<file path="config.mk">
export PLATFORM = sky130hd
export DESIGN_NAME = ex_muldiv_flat
export DESIGN_NICKNAME = d
export VERILOG_FILES = /design/src/rtl/ex_muldiv_pkg.sv /design/src/rtl/ex_muldiv_if.sv /design/src/rtl/muldiv_divider.sv /design/src/rtl/ex_muldiv.sv /design/src/flat_wrapper.sv
export SDC_FILE = /design/constraint.sdc
export NUM_CORES = 2
export LEC_CHECK = 0
export ABC_AREA = 1
export CAP_MARGIN = 20
export CORE_ASPECT_RATIO = 0.75
export CORE_MARGIN = 10
export CORE_UTILIZATION = 58
export DETAILED_ROUTE_END_ITERATION = 8
export HOLD_SLACK_MARGIN = 0.03
export PLACE_DENSITY = 0.75
export SLEW_MARGIN = 20
export SYNTH_ARGS = -nofsm -noshare
export SYNTH_HDL_FRONTEND = slang
export SYNTH_SLANG_ARGS = --single-unit
</file>
<file path="constraint.sdc">
create_clock -name clk -period 11.2 [get_ports clk]
set_clock_uncertainty 0.05 [all_clocks]
set_input_delay 1.68 -clock clk [delete_from_list [all_inputs] [get_ports clk]]
set_output_delay 1.68 -clock clk [all_outputs]
set_load 0.05 [all_outputs]
</file>
<file path="src/rtl/ex_muldiv_pkg.sv">
// Shared definitions for the EX-stage multiply/divide unit.
//   W_FUNC / W_DATA : function-code and datapath widths
//   FUNC_*          : function codes recognised by ex_muldiv (MADD family only
//                     acts when MULDIV_MADD_EN is defined)
//   muldiv_state_t  : sequencer states
//   mag32()         : magnitude of a possibly-signed 32-bit operand
package ex_muldiv_pkg;

  localparam int unsigned W_FUNC = 6;
  localparam int unsigned W_DATA = 32;

  localparam logic [W_FUNC-1:0] FUNC_MTHI  = 6'h11;
  localparam logic [W_FUNC-1:0] FUNC_MTLO  = 6'h13;
  localparam logic [W_FUNC-1:0] FUNC_MULT  = 6'h18;
  localparam logic [W_FUNC-1:0] FUNC_MULTU = 6'h19;
  localparam logic [W_FUNC-1:0] FUNC_DIV   = 6'h1A;
  localparam logic [W_FUNC-1:0] FUNC_DIVU  = 6'h1B;
  localparam logic [W_FUNC-1:0] FUNC_MADD  = 6'h1C;
  localparam logic [W_FUNC-1:0] FUNC_MADDU = 6'h1D;
  localparam logic [W_FUNC-1:0] FUNC_MSUB  = 6'h1E;
  localparam logic [W_FUNC-1:0] FUNC_MSUBU = 6'h1F;

  typedef enum logic [2:0] {
    IDLE,
    MUL,
    ACC,
    DIV,
    FIX,
    COMMIT
  } muldiv_state_t;

  function automatic logic [W_DATA-1:0] mag32(input logic [W_DATA-1:0] x,
                                              input logic              is_signed);
    return (is_signed && x[W_DATA-1]) ? (~x + 32'd1) : x;
  endfunction

endpackage

</file>
<file path="src/rtl/ex_muldiv_if.sv">
// Pipeline-facing bundle of the multiply/divide unit.
//   start, func, source_a, source_b, flush : from EX control / operand select
//   stall, done, hi, lo                    : back to the pipeline
// master = pipeline side, slave = ex_muldiv.
interface ex_muldiv_if;
  import ex_muldiv_pkg::*;

  logic              start;
  logic [W_FUNC-1:0] func;
  logic [W_DATA-1:0] source_a;
  logic [W_DATA-1:0] source_b;
  logic              flush;
  logic              stall;
  logic              done;
  logic [W_DATA-1:0] hi;
  logic [W_DATA-1:0] lo;

  modport master (
    output start, func, source_a, source_b, flush,
    input  stall, done, hi, lo
  );

  modport slave (
    input  start, func, source_a, source_b, flush,
    output stall, done, hi, lo
  );

endinterface

</file>
<file path="src/rtl/muldiv_divider.sv">
// 32-step unsigned radix-2 restoring divider.
//   clk, rst_n    : clock, asynchronous active-low reset
//   start_i       : load operands (restarts any division in progress)
//   dividend_i    : unsigned dividend
//   divisor_i     : unsigned divisor
//   busy_o        : iteration in progress
//   quotient_o    : quotient, valid once busy_o has dropped
//   remainder_o   : remainder, valid once busy_o has dropped
// A zero divisor needs no special case: every trial subtraction succeeds, so
// the quotient fills with ones and the remainder ends up equal to the dividend.
module muldiv_divider (
  input  logic        clk,
  input  logic        rst_n,
  input  logic        start_i,
  input  logic [31:0] dividend_i,
  input  logic [31:0] divisor_i,
  output logic        busy_o,
  output logic [31:0] quotient_o,
  output logic [31:0] remainder_o
);

  logic [31:0] quo_q, rem_q, dvs_q;
  logic [5:0]  cnt_q;
  logic [32:0] shifted, diff;

  // Partial remainder shifted left with the next dividend bit, and the trial subtract.
  always_comb begin
    shifted = {rem_q, quo_q[31]};
    diff    = shifted - {1'b0, dvs_q};
  end

  always_ff @(posedge clk or negedge rst_n) begin
    if (!rst_n) begin
      quo_q <= '0;
      rem_q <= '0;
      dvs_q <= '0;
      cnt_q <= '0;
    end else if (start_i) begin
      quo_q <= dividend_i;
      rem_q <= '0;
      dvs_q <= divisor_i;
      cnt_q <= 6'd32;
    end else if (cnt_q != 6'd0) begin
      cnt_q <= cnt_q - 6'd1;
      if (!diff[32]) begin
        rem_q <= diff[31:0];
        quo_q <= {quo_q[30:0], 1'b1};
      end else begin
        rem_q <= shifted[31:0];
        quo_q <= {quo_q[30:0], 1'b0};
      end
    end
  end

  assign busy_o      = (cnt_q != 6'd0);
  assign quotient_o  = quo_q;
  assign remainder_o = rem_q;

endmodule

</file>
<file path="src/rtl/ex_muldiv.sv">
// EX-stage multi-cycle multiply/divide unit owning the architectural HI/LO.
//   clk, rst_n : clock, asynchronous active-low reset
//   md_io      : ex_muldiv_if.slave -- start/func/source_a/source_b/flush in,
//                stall/done/hi/lo out
// Parameter MUL_LATENCY (>=1): cycles a multiply spends in MUL after acceptance.
// Build option MULDIV_MADD_EN: decode MADD/MADDU/MSUB/MSUBU (multiply then
// accumulate into {hi,lo} through one extra ACC cycle). Without it those codes
// are ignored like any other unrecognised func.
module ex_muldiv
  import ex_muldiv_pkg::*;
#(
  parameter int unsigned MUL_LATENCY = 2
) (
  input logic        clk,
  input logic        rst_n,
  ex_muldiv_if.slave md_io
);

  muldiv_state_t state_q, state_d;
  logic [5:0]    cnt_q, cnt_d;

  logic [31:0] a_q, b_q, hi_q, lo_q;
  logic        sgn_q, acc_q, sub_q, div_op_q;
  logic [63:0] res_q;
  logic [63:0] pipe_q [MUL_LATENCY];

  // Decode of the incoming func.
  logic is_mul, is_div, is_madd, is_signed, is_sub, is_mthi, is_mtlo;
  logic long_op, accept, launch;

  always_comb begin
    is_mul    = 1'b0;
    is_div    = 1'b0;
    is_madd   = 1'b0;
    is_signed = 1'b0;
    is_sub    = 1'b0;
    is_mthi   = 1'b0;
    is_mtlo   = 1'b0;
    case (md_io.func)
      FUNC_MULT:  begin is_mul = 1'b1; is_signed = 1'b1; end
      FUNC_MULTU: is_mul = 1'b1;
      FUNC_DIV:   begin is_div = 1'b1; is_signed = 1'b1; end
      FUNC_DIVU:  is_div = 1'b1;
      FUNC_MTHI:  is_mthi = 1'b1;
      FUNC_MTLO:  is_mtlo = 1'b1;
`ifdef MULDIV_MADD_EN
      FUNC_MADD:  begin is_madd = 1'b1; is_signed = 1'b1; end
      FUNC_MADDU: is_madd = 1'b1;
      FUNC_MSUB:  begin is_madd = 1'b1; is_signed = 1'b1; is_sub = 1'b1; end
      FUNC_MSUBU: begin is_madd = 1'b1; is_sub = 1'b1; end
`endif
      default: ;
    endcase
  end

  // COMMIT can take a fresh op because HI/LO are written before it is needed;
  // flush always wins over start.
  assign long_op = is_mul | is_div | is_madd;
  assign accept  = md_io.start & ~md_io.flush & ((state_q == IDLE) | (state_q == COMMIT));
  assign launch  = accept & long_op;

  assign md_io.stall = ((state_q != IDLE) & (state_q != COMMIT)) |
                       (md_io.start & long_op & (state_q == IDLE));
  assign md_io.done  = (state_q == COMMIT);
  assign md_io.hi    = hi_q;
  assign md_io.lo    = lo_q;

  // Sequencer.
  always_comb begin
    state_d = state_q;
    cnt_d   = cnt_q;
    unique case (state_q)
      IDLE: ;
      MUL: begin
        if (cnt_q == 6'(MUL_LATENCY - 1)) begin
          state_d = acc_q ? ACC : COMMIT;
          cnt_d   = '0;
        end else begin
          cnt_d = cnt_q + 6'd1;
        end
      end
      ACC: state_d = COMMIT;
      DIV: begin
        if (cnt_q == 6'd31) begin
          state_d = FIX;
          cnt_d   = '0;
        end else begin
          cnt_d = cnt_q + 6'd1;
        end
      end
      FIX:    state_d = COMMIT;
      COMMIT: state_d = IDLE;
      default: state_d = IDLE;
    endcase
    if (launch) begin
      state_d = is_div ? DIV : MUL;
      cnt_d   = '0;
    end
    // A commit already in COMMIT is not undone; every other state is abandoned.
    if (md_io.flush) begin
      state_d = IDLE;
      cnt_d   = '0;
    end
  end

  always_ff @(posedge clk or negedge rst_n) begin
    if (!rst_n) begin
      state_q <= IDLE;
      cnt_q   <= '0;
    end else begin
      state_q <= state_d;
      cnt_q   <= cnt_d;
    end
  end

  // Multiplier: operands extended to 64 bits so one product serves both signednesses.
  logic [63:0] mul_a, mul_b, mul_p, pipe_out;
  assign mul_a    = {{32{sgn_q & a_q[31]}}, a_q};
  assign mul_b    = {{32{sgn_q & b_q[31]}}, b_q};
  assign mul_p    = mul_a * mul_b;
  assign pipe_out = pipe_q[MUL_LATENCY-1];

  // Divider works on magnitudes; signs are restored in FIX.
  logic        div_busy;
  logic [31:0] div_quo, div_rem;

  muldiv_divider u_divider (
    .clk         (clk),
    .rst_n       (rst_n),
    .start_i     (launch & is_div),
    .dividend_i  (mag32(md_io.source_a, is_signed)),
    .divisor_i   (mag32(md_io.source_b, is_signed)),
    .busy_o      (div_busy),
    .quotient_o  (div_quo),
    .remainder_o (div_rem)
  );

  // Quotient truncates toward zero, remainder follows the dividend's sign.
  logic [63:0] fix_res;
  always_comb begin
    fix_res = {((sgn_q & a_q[31]) ? (~div_rem + 32'd1) : div_rem),
               ((sgn_q & (a_q[31] ^ b_q[31])) ? (~div_quo + 32'd1) : div_quo)};
    if (b_q == '0) begin
      fix_res = {a_q, 32'hFFFF_FFFF};
    end
  end

  logic [63:0] commit_val;
  assign commit_val = (div_op_q | acc_q) ? res_q : pipe_out;

  always_ff @(posedge clk or negedge rst_n) begin
    if (!rst_n) begin
      a_q      <= '0;
      b_q      <= '0;
      sgn_q    <= 1'b0;
      acc_q    <= 1'b0;
      sub_q    <= 1'b0;
      div_op_q <= 1'b0;
      res_q    <= '0;
      hi_q     <= '0;
      lo_q     <= '0;
      for (int i = 0; i < MUL_LATENCY; i++) begin
        pipe_q[i] <= '0;
      end
    end else begin
      if (launch) begin
        a_q      <= md_io.source_a;
        b_q      <= md_io.source_b;
        sgn_q    <= is_signed;
        acc_q    <= is_madd;
        sub_q    <= is_sub;
        div_op_q <= is_div;
      end
      if (state_q == MUL) begin
        pipe_q[0] <= mul_p;
        for (int i = 1; i < MUL_LATENCY; i++) begin
          pipe_q[i] <= pipe_q[i-1];
        end
      end
      if (state_q == ACC) begin
        res_q <= sub_q ? ({hi_q, lo_q} - pipe_out) : ({hi_q, lo_q} + pipe_out);
      end
      if (state_q == FIX) begin
        res_q <= fix_res;
      end
      if (state_q == COMMIT) begin
        {hi_q, lo_q} <= commit_val;
      end
      // A move accepted in the COMMIT cycle is younger than the commit, so it wins.
      if (accept & is_mthi) begin
        hi_q <= md_io.source_a;
      end
      if (accept & is_mtlo) begin
        lo_q <= md_io.source_a;
      end
    end
  end

  // The sequencer counts divide iterations itself; the core must agree.
  assert property (@(posedge clk) disable iff (!rst_n) (state_q == DIV) |-> div_busy);

endmodule

</file>
<file path="src/flat_wrapper.sv">
// flat-port wrapper written by rule: the top's interface ports become plain ports
module ex_muldiv_flat import ex_muldiv_pkg::*;
#(
  parameter int unsigned MUL_LATENCY = 2
)
  (clk, rst_n, md_io_start, md_io_func, md_io_source_a, md_io_source_b, md_io_flush, md_io_stall, md_io_done, md_io_hi, md_io_lo);
  ex_muldiv_if md_io_i ();
  input logic clk;
  input logic rst_n;
  input wire logic [$bits(md_io_i.start)-1:0] md_io_start;
  input wire logic [$bits(md_io_i.func)-1:0] md_io_func;
  input wire logic [$bits(md_io_i.source_a)-1:0] md_io_source_a;
  input wire logic [$bits(md_io_i.source_b)-1:0] md_io_source_b;
  input wire logic [$bits(md_io_i.flush)-1:0] md_io_flush;
  output wire logic [$bits(md_io_i.stall)-1:0] md_io_stall;
  output wire logic [$bits(md_io_i.done)-1:0] md_io_done;
  output wire logic [$bits(md_io_i.hi)-1:0] md_io_hi;
  output wire logic [$bits(md_io_i.lo)-1:0] md_io_lo;
  assign md_io_i.start = md_io_start;
  assign md_io_i.func = md_io_func;
  assign md_io_i.source_a = md_io_source_a;
  assign md_io_i.source_b = md_io_source_b;
  assign md_io_i.flush = md_io_flush;
  assign md_io_stall = md_io_i.stall;
  assign md_io_done = md_io_i.done;
  assign md_io_hi = md_io_i.hi;
  assign md_io_lo = md_io_i.lo;
  ex_muldiv #(.MUL_LATENCY(MUL_LATENCY)) u_core (.clk(clk), .rst_n(rst_n), .md_io(md_io_i));
endmodule
</file>
==> Implementation_results.wiki <==
{| class="wikitable"
! Metric !! Value
|-
| Run status || finished clean
|-
| Clock Pin Slew Worst Setup and Hold Paths || 0.07 ns
|-
| Maximum fanout count along the critical path || 13
|-
| Portion of the post-synthesis area used by sequential elements || 15.52%
|-
| Hold path startpoint || u_core.res_q[34]
|-
| Met1 usage in global routing || 56.28%
|-
| Setup repair after global routing missed its margin || false
|-
| Y dimension of the die || 320.5 µm
|-
| Upper clock frequency limit || 0.1116 GHz
|-
| Total clock buffers created by CTS || 49
|-
| Core area || about 120000 µm²
|-
| Number of max-capacitance violations reported || 0
|-
| Most congested layer reported by global routing || met1
|-
| Min cycle time layout || 8.959 ns
|-
| Post-layout nets || ~11000
|-
| Cell at the root of the clock tree || clkbuf_16
|-
| Post-route ant nets || 0
|-
| Critical path startpoint || u_core.sgn_q
|-
| Final routed wire length divided by cell count || 24.87 µm
|-
| Endpoint, Worst Hold || u_core.res_q[34]
|-
| Fraction of post-synthesis cell area in the top cell type by area || 32.32%
|-
| Final clock period utilization by the worst path || 79.99%
|-
| Net count after synthesis || around 11000
|-
| Initial Utilization || 58.31%
|-
| Global-route wire length before repair || 406600 µm
|-
| Slowest cell on the critical path || fa_1
|-
| Met3 Track Usage GR || 17.37%
|-
| Count of mapped cells out of synthesis || 9456
|-
| Overflow after GRT || 0
|-
| Area growth syn-to-layout || 6.143%
|-
| CP startpoint kind || flip-flop
|-
| Area of the die || 134800 µm²
|-
| Commonest non-fill, non-tap cells in the layout || 2668 x nand2_1, 2108 x inv_1, 1127 x fa_1
|-
| Final Max Slew Viols || 0
|-
| Floorplan row count || 110
|-
| Met2 Use GR || between 50% and 60%
|-
| Post-detailed-routing wire length || 272200 µm
|-
| Maximum number of pins on one net before global-route repair || 159
|-
| Slew at the pin closest to its max-slew limit || 1.219 ns
|-
| Dominant cells by area after synthesis || fa_1 32%, dfrtp_1 16%, nand2_1 14%
|-
| Reg2Reg Capture Point || u_core.pipe_q[115]
|-
| Ports placed on the boundary || 140
|-
| # port buffers || 139
|-
| Setup total negative slack || 0 ns
|-
| Slew margin rel. || a little under a fifth
|-
| Worst path required time || 11.65 ns
|-
| Width of the chip || 420.6 µm
|-
| Share of post-route cells with drive strength above 1 || 3.481%
|-
| Number of warnings printed during yosys synthesis || 0
|-
| Via count || 64380
|-
| Library cell occupying the most area in the post-synthesis netlist || fa_1
|-
| Total clock sinks || 433
|-
| Maximum cell stage delay along the critical path || 1.07 ns
|-
| Cts repair resizes || 0
|-
| Cts-stage hold buffer count || 0
|-
| Skew-Pair Late Insertion Delay || 0.68 ns
|-
| Number of antenna violations at the first check in global routing || 12
|-
| Most common cell after layout, fill and taps aside || nand2_1
|-
| DRC violations left || 0
|-
| Reg-to-reg setup timing slack || 2.24 ns
|-
| Cell variety after synth || 58
|-
| Via count of the first global-routing pass || ~64000
|-
| Number of fill cells || 10819
|-
| H-tree levels || 2
|-
| Most frequent cell on the critical path || inv_1
|-
| Type of the most critical hold path || flip-flop to flip-flop
|-
| Launching point of the worst reg2reg path || u_core.sgn_q
|-
| Hold path cells || 2
|-
| Critical path capture point type || flip-flop
|-
| Final core utilization || 61.89%
|-
| Weighted congestion reported at the end of routability-driven placement || 1.047
|-
| Worst reg2reg path depth || 30
|-
| CP Data Arrival Time || 9.41 ns
|-
| GRT Overall Usage || 40.28%
|-
| Average size of a mapped cell || around 7.4 µm²
|-
| Kind of critical path || flip-flop to flip-flop
|-
| Buffers inserted during post-CTS setup optimization || 0
|-
| Mapped Area || 69820 µm²
|-
| Routed vias/inst || 5.883
|-
| CTS tree || done
|-
| 1st-iter DRT viols || 8376
|-
| Setup-failing EPs final || 0
|-
| HPWL after detailed placement || 219100 µm
|-
| First drt pass iteration count || 8
|-
| Total count of hold-check failures in the final report || 0
|-
| Clock buffer depth || 3
|-
| FF+latch count, synth || 433
|}
-- cell families after synthesis --
logic type	share of synthesized area (%)
flip-flops	15.52
AND/OR/NAND/NOR	22.78
XOR/XNOR	1.493
AO/OA/AOI/OAI	8.360
buffers and inverters	13.89
adder cells (fa/ha/maj)	37.96
-- worst max path at each step --
stage                     depth (start not counted)                 end
after global routing                             30  u_core.pipe_q[115]
after global placement                           30  u_core.pipe_q[115]
after floorplan                                  31  u_core.pipe_q[118]
after detailed placement                         30  u_core.pipe_q[115]
after CTS                                        30  u_core.pipe_q[115]
final                                            30  u_core.pipe_q[115]
-- synth_stat cells, drive strengths merged --
master	n
o21ai	410
inv	2120
or2	48
dfrtp	433
nor3	50
a41oi	1
nor4	24
nand3b	15
a31oi	13
nor2	550
o2111ai	33
o21a	9
clkinv	7
and2	3
o221ai	27
o21bai	33
a211oi	2
a21boi	7
fa	1127
clkbuf	365
buf	58
nand4	72
nor3b	1
a21o	14
and3	4
ha	315
nand2	2679
nand2b	1
o31ai	4
a21oi	368
xor2	81
nand3	456
o211ai	74
o22ai	10
xnor2	38
a22oi	4
-- layer usage --
layer / wire length [µm] / share of wire [%] / up-vias
met5: 91 / 0.033 / -
met4: 13190 / 4.8 / 14
met3: 43620 / 16 / 699
met2: 107100 / 39 / 4505
met1: 108300 / 40 / 31089
li1: - / - / 28073
-- worst max-delay path, delay by kind of cell (launching register included) --
| family | cells | cell delay (ns) |
|---|---|---|
| adders and majority gates | 9 | 5.22 |
| and+or+nand+nor | 9 | 1.51 |
| buffers and inverters | 10 | 1.34 |
| DFF | 1 | 0.43 |
| AOI/OAI and AO/OA | 2 | 0.24 |
-- area by class of cell --
class | count | area, µm² | share of cell area, %
inverters | 2127 | 7993 | 10.79
repair buffers | 245 | 2236 | 3.017
well taps | 1568 | 1962 | 2.647
multi-input cells | 6473 | 49330 | 66.56
clock inverters | 25 | 352.8 | 0.4761
flip-flops and latches | 433 | 10840 | 14.63
clock buffers | 63 | 1369 | 1.847
diodes | 10 | 25.02 | 0.03377
-- through the flow --
stage / std cells / cell area (µm²) / setup slack, ns / hold WS (ns)
floorplan: 9456 / 69820 / 3.190 / 0.3914
global placement: 10844 / 72310 / 2.407 / 0.4044
detailed placement: 10844 / 72310 / 2.298 / 0.4135
CTS: 10932 / 74030 / 2.306 / 0.4291
global route: 10935 / 74080 / 1.727 / 0.4537
finish: 10944 / 74110 / 2.241 / 0.4344
Power is left out: the tool's default activity adds up to more than one toggle a clock period on the data nets, which glitch-free logic cannot reach.
